<file path="src/rtl/fetch_align_pkg.sv">
// Shared types and helpers for the instruction fetch/align stage.
package riscv_fetch_pkg;

  typedef enum logic [1:0] {
    S_FETCH,
    S_FETCH2,
    S_OUT,
    S_DROP
  } state_e;

  localparam logic [31:0] PC_INC_C = 32'd2;
  localparam logic [31:0] PC_INC_W = 32'd4;

  function automatic logic is_rvc(input logic [15:0] half);
    return half[1:0] != 2'b11;
  endfunction

endpackage

</file>
<file path="src/rtl/fetch_align_if.sv">
// Executor handshake, redirect and memory port of the fetch/align stage.
interface fetch_align_if;
  logic        redirect_valid;
  logic [31:0] redirect_pc;
  logic        instr_ready;
  logic        mem_req;
  logic [31:0] mem_addr;
  logic [31:0] mem_rdata;
  logic        mem_ready;
  logic        instr_valid;
  logic [31:0] instruction;
  logic [31:0] pc;
  logic        is_compressed;

  modport master (
    input  redirect_valid, redirect_pc, instr_ready, mem_rdata, mem_ready,
    output mem_req, mem_addr, instr_valid, instruction, pc, is_compressed
  );

  modport slave (
    output redirect_valid, redirect_pc, instr_ready, mem_rdata, mem_ready,
    input  mem_req, mem_addr, instr_valid, instruction, pc, is_compressed
  );
endinterface

</file>
<file path="src/rtl/fetch_align.sv">
// Fetch/align stage: single-outstanding word fetch, halfword-aligned
// extraction of 16/32-bit instructions including word-straddling ones.
module fetch_align
  import riscv_fetch_pkg::*;
#(
  parameter logic [31:0] RESET_PC = 32'h0000_0000
) (
  input  logic          clk,
  input  logic          rst,
  fetch_align_if.master bus
);

  state_e      state_q, state_d;
  logic [31:0] pc_q, pc_d;
  logic [31:0] buf_word_q, buf_word_d;
  logic [29:0] buf_addr_q, buf_addr_d;
  logic        buf_v_q, buf_v_d;
  logic [15:0] hi_half_q, hi_half_d;
  logic [29:0] drop_addr_q, drop_addr_d;

  logic [15:0] first_half;
  logic        cur_rvc;
  logic [31:0] cur_instr;
  logic [31:0] next_pc;
  logic [29:0] fetch_addr;
  logic        req_state;
  logic        out_valid;

  // hi_half always holds the halfword at pc when pc[1]=1; in a straddle
  // buf_word then holds the following word whose low half completes it.
  always_comb begin
    first_half = pc_q[1] ? hi_half_q : buf_word_q[15:0];
    cur_rvc    = is_rvc(first_half);
    if (cur_rvc)
      cur_instr = {16'h0000, first_half};
    else if (pc_q[1])
      cur_instr = {buf_word_q[15:0], hi_half_q};
    else
      cur_instr = buf_word_q;
    next_pc = pc_q + (cur_rvc ? PC_INC_C : PC_INC_W);
  end

  always_comb begin
    fetch_addr = pc_q[31:2];
    case (state_q)
      S_FETCH2: fetch_addr = buf_addr_q + 30'd1;
      S_DROP:   fetch_addr = drop_addr_q;
      default:  fetch_addr = pc_q[31:2];
    endcase
    req_state = (state_q == S_FETCH) || (state_q == S_FETCH2) ||
                (state_q == S_DROP);
    out_valid = (state_q == S_OUT);
  end

  assign bus.mem_req       = req_state && !rst;
  assign bus.mem_addr      = {fetch_addr, 2'b00};
  assign bus.instr_valid   = out_valid;
  assign bus.instruction   = out_valid ? cur_instr : '0;
  assign bus.is_compressed = out_valid && cur_rvc;
  assign bus.pc            = pc_q;

  always_comb begin
    state_d     = state_q;
    pc_d        = pc_q;
    buf_word_d  = buf_word_q;
    buf_addr_d  = buf_addr_q;
    buf_v_d     = buf_v_q;
    hi_half_d   = hi_half_q;
    drop_addr_d = drop_addr_q;

    case (state_q)
      S_FETCH: begin
        if (bus.mem_ready) begin
          buf_word_d = bus.mem_rdata;
          buf_addr_d = pc_q[31:2];
          buf_v_d    = 1'b1;
          hi_half_d  = bus.mem_rdata[31:16];
          if (pc_q[1] && !is_rvc(bus.mem_rdata[31:16]))
            state_d = S_FETCH2;
          else
            state_d = S_OUT;
        end
      end
      S_FETCH2: begin
        if (bus.mem_ready) begin
          buf_word_d = bus.mem_rdata;
          buf_addr_d = buf_addr_q + 30'd1;
          state_d    = S_OUT;
        end
      end
      S_OUT: begin
        if (bus.instr_ready) begin
          pc_d      = next_pc;
          hi_half_d = buf_word_q[31:16];
          if (buf_v_q && (next_pc[31:2] == buf_addr_q)) begin
            if (!next_pc[1] || is_rvc(buf_word_q[31:16]))
              state_d = S_OUT;
            else
              state_d = S_FETCH2;
          end else begin
            state_d = S_FETCH;
          end
        end
      end
      S_DROP: begin
        if (bus.mem_ready)
          state_d = S_FETCH;
      end
      default: state_d = S_FETCH;
    endcase

    // A request cannot be withdrawn: park its address in S_DROP until it completes.
    if (bus.redirect_valid) begin
      pc_d       = bus.redirect_pc & ~32'h1;
      buf_v_d    = 1'b0;
      buf_word_d = buf_word_q;
      buf_addr_d = buf_addr_q;
      if (req_state && !bus.mem_ready) begin
        state_d     = S_DROP;
        drop_addr_d = fetch_addr;
      end else begin
        state_d = S_FETCH;
      end
    end
  end

  always_ff @(posedge clk) begin
    if (rst) begin
      state_q     <= S_FETCH;
      pc_q        <= {RESET_PC[31:1], 1'b0};
      buf_word_q  <= '0;
      buf_addr_q  <= '0;
      buf_v_q     <= 1'b0;
      hi_half_q   <= '0;
      drop_addr_q <= '0;
    end else begin
      state_q     <= state_d;
      pc_q        <= pc_d;
      buf_word_q  <= buf_word_d;
      buf_addr_q  <= buf_addr_d;
      buf_v_q     <= buf_v_d;
      hi_half_q   <= hi_half_d;
      drop_addr_q <= drop_addr_d;
    end
  end

endmodule

</file>
<file path="src/flat_wrapper.sv">
// flat-port wrapper written by rule: the top's interface ports become plain ports
module fetch_align_flat import riscv_fetch_pkg::*;
#(
  parameter logic [31:0] RESET_PC = 32'h0000_0000
)
  (clk, rst, bus_redirect_valid, bus_redirect_pc, bus_instr_ready, bus_mem_rdata, bus_mem_ready, bus_mem_req, bus_mem_addr, bus_instr_valid, bus_instruction, bus_pc, bus_is_compressed);
  fetch_align_if bus_i ();
  input  logic clk;
  input  logic rst;
  input wire logic [$bits(bus_i.redirect_valid)-1:0] bus_redirect_valid;
  input wire logic [$bits(bus_i.redirect_pc)-1:0] bus_redirect_pc;
  input wire logic [$bits(bus_i.instr_ready)-1:0] bus_instr_ready;
  input wire logic [$bits(bus_i.mem_rdata)-1:0] bus_mem_rdata;
  input wire logic [$bits(bus_i.mem_ready)-1:0] bus_mem_ready;
  output wire logic [$bits(bus_i.mem_req)-1:0] bus_mem_req;
  output wire logic [$bits(bus_i.mem_addr)-1:0] bus_mem_addr;
  output wire logic [$bits(bus_i.instr_valid)-1:0] bus_instr_valid;
  output wire logic [$bits(bus_i.instruction)-1:0] bus_instruction;
  output wire logic [$bits(bus_i.pc)-1:0] bus_pc;
  output wire logic [$bits(bus_i.is_compressed)-1:0] bus_is_compressed;
  assign bus_i.redirect_valid = bus_redirect_valid;
  assign bus_i.redirect_pc = bus_redirect_pc;
  assign bus_i.instr_ready = bus_instr_ready;
  assign bus_i.mem_rdata = bus_mem_rdata;
  assign bus_i.mem_ready = bus_mem_ready;
  assign bus_mem_req = bus_i.mem_req;
  assign bus_mem_addr = bus_i.mem_addr;
  assign bus_instr_valid = bus_i.instr_valid;
  assign bus_instruction = bus_i.instruction;
  assign bus_pc = bus_i.pc;
  assign bus_is_compressed = bus_i.is_compressed;
  fetch_align #(.RESET_PC(RESET_PC)) u_core (.clk(clk), .rst(rst), .bus(bus_i));
endmodule
</file>
<file path="config.mk">
export PLATFORM = sky130hd
export DESIGN_NAME = fetch_align_flat
export DESIGN_NICKNAME = d
export VERILOG_FILES = /design/src/rtl/fetch_align_pkg.sv /design/src/rtl/fetch_align_if.sv /design/src/rtl/fetch_align.sv /design/src/flat_wrapper.sv
export SDC_FILE = /design/constraint.sdc
export NUM_CORES = 1
export LEC_CHECK = 0
export ABC_AREA = 1
export BUFFER_PORTS_ARGS = -buffer_cell sky130_fd_sc_hd__buf_4
export CORE_MARGIN = 10
export CORE_UTILIZATION = 24
export DETAILED_ROUTE_END_ITERATION = 10
export PLACE_DENSITY = 0.47
export SYNTH_ARGS = -nofsm -noshare
export SYNTH_HDL_FRONTEND = slang
export SYNTH_SLANG_ARGS = --single-unit
export TNS_END_PERCENT = 20
</file>
<file path="constraint.sdc">
create_clock -name clk -period 4 [get_ports clk]
set_input_delay 0.4 -clock clk [delete_from_list [all_inputs] [get_ports clk]]
set_output_delay 0.4 -clock clk [all_outputs]
set_load 0.02 [all_outputs]
</file>
==> results of run 1 <==
-- how the worst max path moves through the flow --
stage / slack, ns / to / startpoint / cells past startpoint
finish: 0.43 / u_core.state_q[1] / u_core.bus.pc[1] / 23
global route: 0.005 / u_core.state_q[1] / u_core.bus.pc[1] / 23
CTS: 0.24 / u_core.state_q[1] / u_core.bus.pc[1] / 23
detailed placement: 0.28 / u_core.state_q[1] / u_core.bus.pc[1] / 23
global placement: 0.37 / u_core.state_q[0] / u_core.bus.pc[1] / 23
floorplan: 0.71 / u_core.state_q[0] / u_core.bus.pc[1] / 24
-- per-layer routing --
layer  share of wire, %  wire length, um  global-route usage, %  vias up
met5              0.096               34                      0        -
met4                1.1              395                   3.45        4
met3                7.9             2800                   4.74       31
met2                 44            15700                   24.6      289
met1                 46            16500                   20.6     4511
li1                   -                -                      -     4896
-- kinds of logic after synthesis --
kind of cell / after synthesis / synth area share (%)
and+or+nand+nor: 664 / 33.2
AOI/OAI and AO/OA: 333 / 21.4
buffers and inverters: 254 / 11.4
DFF: 142 / 32.1
xor gates and xnor gates: 9 / 1.05
adders and majority gates: 4 / 0.650
other: 1 / 0.0424
muxes: 1 / 0.113
-- state kept, by name (all words and copies together) (netlist names) --
register,cells
u_core.hi_half_q,16
u_core.buf_word_q,32
u_core.buf_v_q,1
u_core.drop_addr_q,30
u_core.state_q,2
u_core.bus.pc,31
u_core.buf_addr_q,30
-- critical path: cells and delay by family, from the launching register on --
family | cells | cell delay [ns]
AO/OA/AOI/OAI | 2 | 0.26
adder cells (fa/ha/maj) | 2 | 0.62
buffers and inverters | 4 | 0.41
flip-flops | 1 | 0.38
AND/OR/NAND/NOR | 15 | 1.83
-- power by group --
group	switching, mW	internal (mW)
registers	0.116	1.53
logic	0.528	0.289
clock network	0.699	1.06
total	1.34	2.88
-- through the flow --
step                      hold slack (ns)  setup WS (ns)  util [%]  cells  instance area (sq um)
after floorplan                     0.436          0.708         -   1410                   8860
after global placement              0.450          0.368      28.7   1985                  10500
after detailed placement            0.455          0.280      28.7   1985                  10500
after CTS                           0.176          0.242      30.4   2016                  11100
after global routing                0.192        0.00499      30.4   2016                  11100
final                               0.188          0.430      30.4   2016                  11100
-- cells in the final DEF, fill, tap and decap left out, types with 5 or more instances in the layout --
| cell | n |
|---|---|
| o21ai_0 | 137 |
| clkbuf_16 | 17 |
| xor2_1 | 7 |
| a31oi_1 | 62 |
| a211oi_1 | 18 |
| nand2_1 | 346 |
| nand2_2 | 13 |
| nor2_4 | 5 |
| inv_1 | 176 |
| o211ai_1 | 9 |
| buf_4 | 180 |
| nor2_1 | 136 |
| a21oi_1 | 79 |
| nand4_1 | 14 |
| nand3_1 | 104 |
| nor3_1 | 7 |
| dfxtp_1 | 141 |
| o21ai_1 | 6 |
| nor2_2 | 11 |
-- cell type report --
| cell class | count | area (sq um) |
|---|---|---|
| Inverter | 181 | 679 |
| Timing Repair Buffer | 180 | 1350 |
| Sequential cell | 142 | 2840 |
| Tap cell | 468 | 586 |
| Fill cell | 4062 | 25400 |
| Clock inverter | 13 | 188 |
| Multi-Input combinational cell | 1014 | 5020 |
| Clock buffer | 18 | 439 |
-- timing repair --
item / in CTS / in global routing
setup endpoints to repair: 0 / 2
resized for setup: 0 / 2
endpoints found under the hold margin: 0 / 0
==> results.md, run 1 <==
- Vias in the first global route: 9351
- Detailed Route WL: 35.4 mm
- Cells after Synth: 1408
- Die width: 212 um
- Worst Path Required: 4.36 ns
- Top-area cell type share of the netlist area: 32.1%
- Start of the worst register-to-register path: u_core.bus.pc[1]
- Top post-synthesis cells by area: dfxtp_1 32%, nand2_1 15%, o21ai_0 7.7%
- # setup viols final: 0
- GR Util All Layers: 15.7%
- GP Congestion: 0.905
- Largest fanout on the critical path: 10
- TritonCTS Sinks: 142
- Initial Util: 24.2%
- Hold_buf cts: 0
- Final min period: 3.57 ns
- Crit end category: flip-flop
- Worst IR drop on VDD: 317 uV
- R2R cell count: 23
- Number of synthesized flops with an enable pin: 0
- Max Clock Skew: 0.0147 ns
- Max-cap viol count: 0
- Slowest stage delay, CP: 0.41 ns
- Cell row count: 70
- Total power: 4.22 mW
- First-pass GRT wire length: 55.0 mm
- Max Slew Vio Count: 0
- Yosys reg bits: 142
- Synth warnings: 0
- Reg-to-reg slack, setup: 0.43 ns
- Status: completed
- Pleak: 4.79 nW
- Setup Buffers After CTS: 0
- H-Tree Depth: 4
- I/O pin cnt: 168
- Startpoint Class: flip-flop
- CP cell instances: inv_1 > or2_2 > o21ai_0 > nor2_1 > inv_1 > ha_1 > inv_1 > fa_2 > nor2_8 > nand3_1 > clkinv_1 > nand3_2 > nand3_1 > nand2_1 > nor2_1 > nand2_1 > nor2_1 > nand2_1 > nor2_2 > nand3_1 > nand2_1 > nand2_1 > a21oi_1
- Share of cells above drive strength 1: 17.3%
- PwrDens: 380 nW/um^2
- ANT cells: 0
- PortBufs: 163
- Reg clk slew, reported paths: 0.07 ns
- Synth Flop Type: dfxtp_1
- Area growth, synth to finish: 25.4%
- CTS buffer count: 17
- Seq/Total Area, Yosys: 32.1%
- Hold EP: u_core.buf_word_q[7]
- Clock Tree Buf Depth: 2
- Hold crit path type: input port to flip-flop
- Final worst-path cycle share: 89.2%
- Die ar.: 45000 sq um
- Rel. slew slack: 34.0%
- Die Ht: 212 um
- Min-Delay Path Depth: 3
- RSZ-0062 raised after global routing: no
- WS Path Type: flip-flop to flip-flop
- Cell Area, Synth: 8850 sq um
- Most common cell on crit path: nand2_1
- Top cells by count, synth: 346 x nand2_1, 177 x inv_1, 142 x dfxtp_1
- Routed Antenna Nets: 0
- Asr flop ratio synth: 0%
- Worst path arrival time: 3.93 ns
- WL/cell: 17.6 um
- Pin count of the biggest net entering global routing: 74
- Critical R2R Capture: u_core.state_q[1]
- Skew-Pair Late Insertion Delay: 0.44 ns
- Core footprint: 36500 sq um
- Initial DRT Pass Iterations: 5
- Synth unique cells: 55
- DR vias: 9731
- Area leader, netlist: dfxtp_1
- CTS tree: yes
- Initial antenna violation count: 2
- Final Hold Viols: 0
- Fin nets: 1609
- Hold Path Origin: bus_mem_rdata[7]
- Clk root buf: clkbuf_16
- Most common cell in the synthesized netlist: nand2_1
- Worst path slowest cell: fa_2
- Avg Cell Area, Syn: 6.29 sq um
- HPWL after detailed placement: 26.6 mm
- Total global routing overflow: 0
- Tightest Pin Transition: 0.989 ns
- 1st-iter DRT viols: 673
- Post-route setup TNS: 0 ns
- Fmax: 280 MHz
- Remaining DRCs: 0
- Vias per cell: 4.83
(Power assumes the default switching activity.)
==> run 2, diff against run 1 <==
Settings changed: ABC_AREA 1 to 0, CELL_PAD_IN_SITES_DETAIL_PLACEMENT set to 0, CELL_PAD_IN_SITES_GLOBAL_PLACEMENT set to 1, PLACE_DENSITY 0.47 to 0.59.
==> results.md, run 2 <==
- Status: completed
- Logic pwr share: 21.0%
- Fin nets: 1407
- Pin count of the biggest net entering global routing: 80
- Initial Util: 24.3%
- 1st-iter DRT viols: 735
- Hold_buf cts: 0
- GR Util All Layers: 15.5%
- Synth warnings: 0
- Startpoint Class: flip-flop
- PwrDens: 371 nW/um^2
- Fin area: 11100 sq um
- Clock Tree Buf Depth: 2
- Clk root buf: clkbuf_16
- Clock share of power: 39.3%
- # setup viols final: 0
- Fmax: 269 MHz
- Synth unique cells: 73
- Cells after Synth: 1229
- WL/cell: 19.8 um
- TritonCTS Sinks: 142
- PortBufs: 163
- Largest fanout on the critical path: 10
- Remaining DRCs: 0
- WS Path Type: flip-flop to flip-flop
- Largest reg by FF count: u_core.buf_word_q
- Skew-Pair Late Insertion Delay: 0.44 ns
- Core footprint: 36600 sq um
- Worst Path Required: 4.36 ns
- Avg Cell Area, Syn: 7.24 sq um
- Final min period: 3.72 ns
- Fillers: 3990
- Max Clock Skew: 0.0140 ns
- Max-cap viol count: 0
- Area leader, netlist: dfxtp_1
- CTS tree: yes
- Area post-placement: 10500 sq um
- Initial antenna violation count: 0
- Worst IR drop on VDD: 183 uV
- Hold crit path type: input port to flip-flop
- Rel. slew slack: 38.7%
- Max Slew Vio Count: 0
- Vias in the first global route: 8466
- Die ar.: 45200 sq um
- Post_cts resized: 0
- Most common cell in the synthesized netlist: nand2_1
- ANT cells: 0
- NetSw: 1.36 mW
- Setup Buffers After CTS: 0
- Die Ht: 213 um
- Switching Fraction: 33.2%
- Pleak: 4.26 nW
- Most frequent cells in the layout: 200 x nand2_1, 197 x buf_4, 185 x nor2_1, 141 x dfxtp_1, 95 x a21oi_1
- Vias per cell: 4.91
- Flop pwr share: 39.7%
- Final worst-path cycle share: 93.0%
- Cell row count: 70
- GP Congestion: 0.867
- I/O pin cnt: 168
- Setup ws final: 0.279 ns
- Crit end category: flip-flop
- Hold Path Origin: bus_redirect_pc[12]
- Cell Area, Synth: 8900 sq um
- Top-area cell type share of the netlist area: 32.0%
- CTS buffer count: 17
- Final Hold Viols: 0
- Total global routing overflow: 0
- Start of the worst register-to-register path: u_core.bus.pc[1]
- Routed Antenna Nets: 0
- Crit path launch: u_core.bus.pc[1]
- Commonest non-fill, non-tap cell in the layout: nand2_1
- Seq/Total Area, Yosys: 32.0%
- Share of cells above drive strength 1: 18.9%
- Tightest Pin Transition: 0.920 ns
- Initial DRT Pass Iterations: 5
- Placement Setup Slack: 0.316 ns
- Post-route setup TNS: 0 ns
- Top cells by count, synth: 200 x nand2_1, 186 x nor2_1, 142 x dfxtp_1
- Worst path arrival time: 4.08 ns
- Synth Flop Type: dfxtp_1
- Asr flop ratio synth: 0%
- Detailed Route WL: 35.9 mm
- Yosys reg bits: 142
- RSZ-0062 raised after global routing: no
- First-pass GRT wire length: 54.3 mm
- Die width: 213 um
- Top post-synthesis cells by area: dfxtp_1 32%, nand2_1 8.4%, nor2_1 7.8%
- DR vias: 8907
- H-Tree Depth: 4
- Internal Pwr Total: 2.75 mW
- Max reg flops: 32
- HPWL after detailed placement: 26.2 mm
- Area growth, synth to finish: 24.6%
- Reg clk slew, reported paths: 0.07 ns
- Number of synthesized flops with an enable pin: 0
[run 2: cell count changes after synthesis, moves of 45 or more]
cell     change
xnor2_1     +49
o21ai_0     -99
nor2_1      +48
inv_1      -158
a31oi_1     -50
nand3_1     -70
nand2_1    -146
mux2i_1     +45
[run 2: layout make-up]
class / instances / area, sq um / area share (%)
clock inverters: 13 / 128 / 1.15
inverters: 20 / 75.1 / 0.677
multi-input cells: 956 / 5520 / 49.8
flip-flops and latches: 142 / 2840 / 25.7
repair buffers: 197 / 1480 / 13.3
clock buffers: 19 / 453 / 4.09
well taps: 468 / 586 / 5.28
[run 2: per-stage QoR]
| stage | cells | hold WS [ns] | total power, mW | util, % |
|---|---|---|---|---|
| 4_1_cts | 1815 | 0.180 | 4.16 | 30.3 |
| 3_5_place_dp | 1783 | 0.449 | 2.53 | 28.7 |
| 6_report | 1815 | 0.193 | 4.11 | 30.3 |
| 5_1_grt | 1815 | 0.188 | 4.31 | 30.3 |
| 2_1_floorplan | 1231 | 0.436 | 2.17 | - |
| 3_3_place_gp | 1783 | 0.443 | 2.53 | 28.7 |
[run 2: critical path, cell delays in order, from the launching register on]
cell and delay [ns]:
dfxtp_2 0.40, nor2b_1 0.08, a32o_1 0.25, inv_1 0.11
ha_1 0.19, inv_1 0.06, fa_1 0.49, nand3b_4 0.29
nor4_4 0.54, o311a_1 0.25, o21ai_0 0.08, nor4_1 0.48
o2111ai_1 0.24, o21ai_1 0.17
[run 2: cell families (layout without fill, tap and decap cells)]
| group | after synthesis | in the layout | synth area share (%) |
|---|---|---|---|
| AND/OR/NAND/NOR | 562 | 562 | 29.0 |
| adder cells (fa/ha/maj) | 4 | 4 | 0.647 |
| XOR/XNOR | 78 | 78 | 7.68 |
| flip-flops | 142 | 142 | 32.0 |
| buffers and inverters | 133 | 249 | 6.38 |
| other | 1 | 3 | 0.0421 |
| AO/OA/AOI/OAI | 261 | 261 | 18.9 |
| multiplexers | 48 | 48 | 5.43 |
[run 2: power groups by stage]
stage	Sequential (mW)	Clock (mW)	Combinational [mW]
final	1.63	1.61	0.863
after global routing	1.65	1.71	0.951
after CTS	1.63	1.66	0.873
after detailed placement	1.66	0	0.870
after global placement	1.66	0	0.867
after floorplan	1.62	0	0.551
[run 2: worst paths after layout]
kind	end	slack [ns]	cells after the start
max	u_core.state_q[0]	0.28	13
min	u_core.bus.pc[12]	0.19	3
max reg2reg	u_core.state_q[0]	0.28	13
min reg2reg	u_core.drop_addr_q[0]	0.46	2
[run 2: metal layers]
metal	global-route usage, %	part of all wire (%)	vias up
met5	0	0	-
met4	3.13	0.89	0
met3	3.18	5.2	15
met1	22.1	49	4216
li1	-	-	4476
met2	23.5	45	200
==> run 3, diff against run 2 <==
--- a/config.mk
+++ b/config.mk
@@ -10,5 +10,5 @@
 export CELL_PAD_IN_SITES_DETAIL_PLACEMENT = 0
 export CELL_PAD_IN_SITES_GLOBAL_PLACEMENT = 1
-export CORE_MARGIN = 10
+export CORE_MARGIN = 8
 export CORE_UTILIZATION = 24
 export DETAILED_ROUTE_END_ITERATION = 10
==> constraint.sdc (replaced) <==
create_clock -name clk -period 4 [get_ports clk]
set_input_delay 0.2 -clock clk [delete_from_list [all_inputs] [get_ports clk]]
set_output_delay 0.2 -clock clk [all_outputs]
set_load 0.02 [all_outputs]
==> results.md, run 3 (synthesized netlist as in run 2, its figures left out) <==
- Remaining DRCs: 0
- HPWL after detailed placement: 26.3 mm
- Cell row count: 70
- Fin nets: 1437
- CP cell instances: nor2b_1 > a32o_1 > inv_1 > ha_1 > inv_1 > fa_1 > nand3b_4 > nor4_4 > xnor2_1 > a2111oi_1 > nand4b_1 > or3_1 > o21ai_1
- Vias in the first global route: 8759
- Post_cts resized: 0
- TritonCTS Sinks: 142
- Final Hold Viols: 0
- Post-route setup TNS: 0 ns
- Max Clock Skew: 0.00852 ns
- Setup Buffers After CTS: 0
- DR vias: 9126
- Initial antenna violation count: 0
- Share of cells above drive strength 1: 18.4%
- Rel. slew slack: 35.5%
- Setup ws final: 0.412 ns
- Vias per cell: 4.95
- Startpoint Class: flip-flop
- PwrDens: 377 nW/um^2
- Placement Setup Slack: 0.264 ns
- Most common cell on crit path: inv_1
- Initial Util: 24.4%
- ANT cells: 0
- 1st-iter DRT viols: 942
- Max reg flops: 32
- R2R cell count: 13
- Worst path arrival time: 3.94 ns
- Largest fanout on the critical path: 10
- I/O pin cnt: 168
- Hold Path Origin: bus_redirect_pc[30]
- Critical R2R Capture: u_core.state_q[1]
- RSZ-0062 raised after global routing: no
- Die width: 209 um
- WS Path Type: flip-flop to flip-flop
- Detailed Route WL: 35.6 mm
- Core footprint: 36500 sq um
- Initial DRT Pass Iterations: 7
- Area growth, synth to finish: 28.7%
- Clk root buf: clkbuf_16
- First-pass GRT wire length: 55.0 mm
- Worst path slowest cell: fa_1
- Tightest Pin Transition: 0.968 ns
- Fillers: 4006
- Min-Delay Path Depth: 3
- Start of the worst register-to-register path: u_core.bus.pc[1]
- Fmax: 279 MHz
- Worst IR drop on VDD: 211 uV
- Commonest non-fill, non-tap cell in the layout: nand2_1
- H-Tree Depth: 4
- Max Slew Vio Count: 0
- CTS buffer count: 17
- Core Util, Final: 31.4%
- Skew-Pair Late Insertion Delay: 0.43 ns
- CTS tree: yes
- # setup viols final: 0
- Slowest stage delay, CP: 0.49 ns
- Final worst-path cycle share: 89.7%
- Pin count of the biggest net entering global routing: 62
- Reg clk slew, reported paths: 0.06 ns
- Final min period: 3.59 ns
- Clock Tree Buf Depth: 2
- Total global routing overflow: 0
- Die ar.: 43500 sq um
- Max-cap viol count: 0
- GP Congestion: 0.848
- Routed Antenna Nets: 0
- GR Util All Layers: 16.0%
- Pleak: 4.42 nW
- Die Ht: 209 um
- Status: completed
- Crit end category: flip-flop
- PortBufs: 163
- Hold crit path type: input port to flip-flop
- Most frequent cells in the layout: 200 x nand2_1, 197 x buf_4, 185 x nor2_1, 141 x dfxtp_1, 95 x a21oi_1
- Largest reg by FF count: u_core.buf_word_q
- Reg-to-reg slack, setup: 0.41 ns
- Worst Path Required: 4.35 ns
- Hold EP: u_core.bus.pc[30]
- WL/cell: 19.3 um
-- run 3: area by class of cell --
cell class | instances | area, sq um | area share [%]
sequential | 142 | 2840 | 24.8
tap | 468 | 586 | 5.11
inverter | 20 | 75.1 | 0.656
multi-input combinational | 956 | 5520 | 48.2
clock inverter | 15 | 220 | 1.92
clock buffer | 17 | 425 | 3.71
timing repair buffer | 227 | 1780 | 15.5
-- run 3: power by group --
| part | total [mW] | switching, mW | internal [mW] |
|---|---|---|---|
| Clock | 1.80 | 0.691 | 1.11 |
| Sequential | 1.63 | 0.123 | 1.51 |
| Combinational | 0.886 | 0.533 | 0.353 |
| Total | 4.31 | 1.35 | 2.97 |
-- run 3: worst max path at each step --
stage / start / end / slack, ns / cells after the start
6_report: u_core.bus.pc[1] / u_core.state_q[1] / 0.41 / 13
5_1_grt: u_core.bus.pc[1] / u_core.state_q[1] / 0.05 / 13
4_1_cts: u_core.bus.pc[1] / u_core.state_q[1] / 0.23 / 13
3_5_place_dp: u_core.bus.pc[1] / u_core.state_q[1] / 0.26 / 13
3_3_place_gp: u_core.bus.pc[1] / u_core.state_q[1] / 0.37 / 13
2_1_floorplan: u_core.bus.pc[1] / u_core.state_q[0] / 0.49 / 15
-- run 3: metal layers --
layer / up-vias / part of all wire [%] / global-route usage (%)
met5: - / 0 / 0
met4: 0 / 1.7 / 4.42
met3: 31 / 4.6 / 3.14
met2: 236 / 43 / 23.9
met1: 4313 / 50 / 22.9
li1: 4546 / - / -
-- run 3: timing repair --
item	in CTS	in global routing
setup endpoints to repair	0	2
hold endpoints to repair	30	0
hold buffers	30	0
-- run 3: through the flow --
stage	total power [mW]	cells	hold WS [ns]	area, sq um
CTS	4.37	1845	0.0000336	11500
detailed placement	2.53	1783	0.436	10500
global route	4.52	1845	0.00282	11500
floorplan	2.17	1231	0.336	8900
finish	4.31	1845	0.0215	11500
global placement	2.53	1783	0.430	10500
-- run 3: critical path, delay by kind of cell, from the launching register on --
kind | cells | cell delay (ns)
AOI/OAI and AO/OA | 3 | 0.83
and+or+nand+nor | 5 | 1.33
buffers and inverters | 2 | 0.18
adders and majority gates | 2 | 0.68
xor gates and xnor gates | 1 | 0.10
DFF | 1 | 0.40
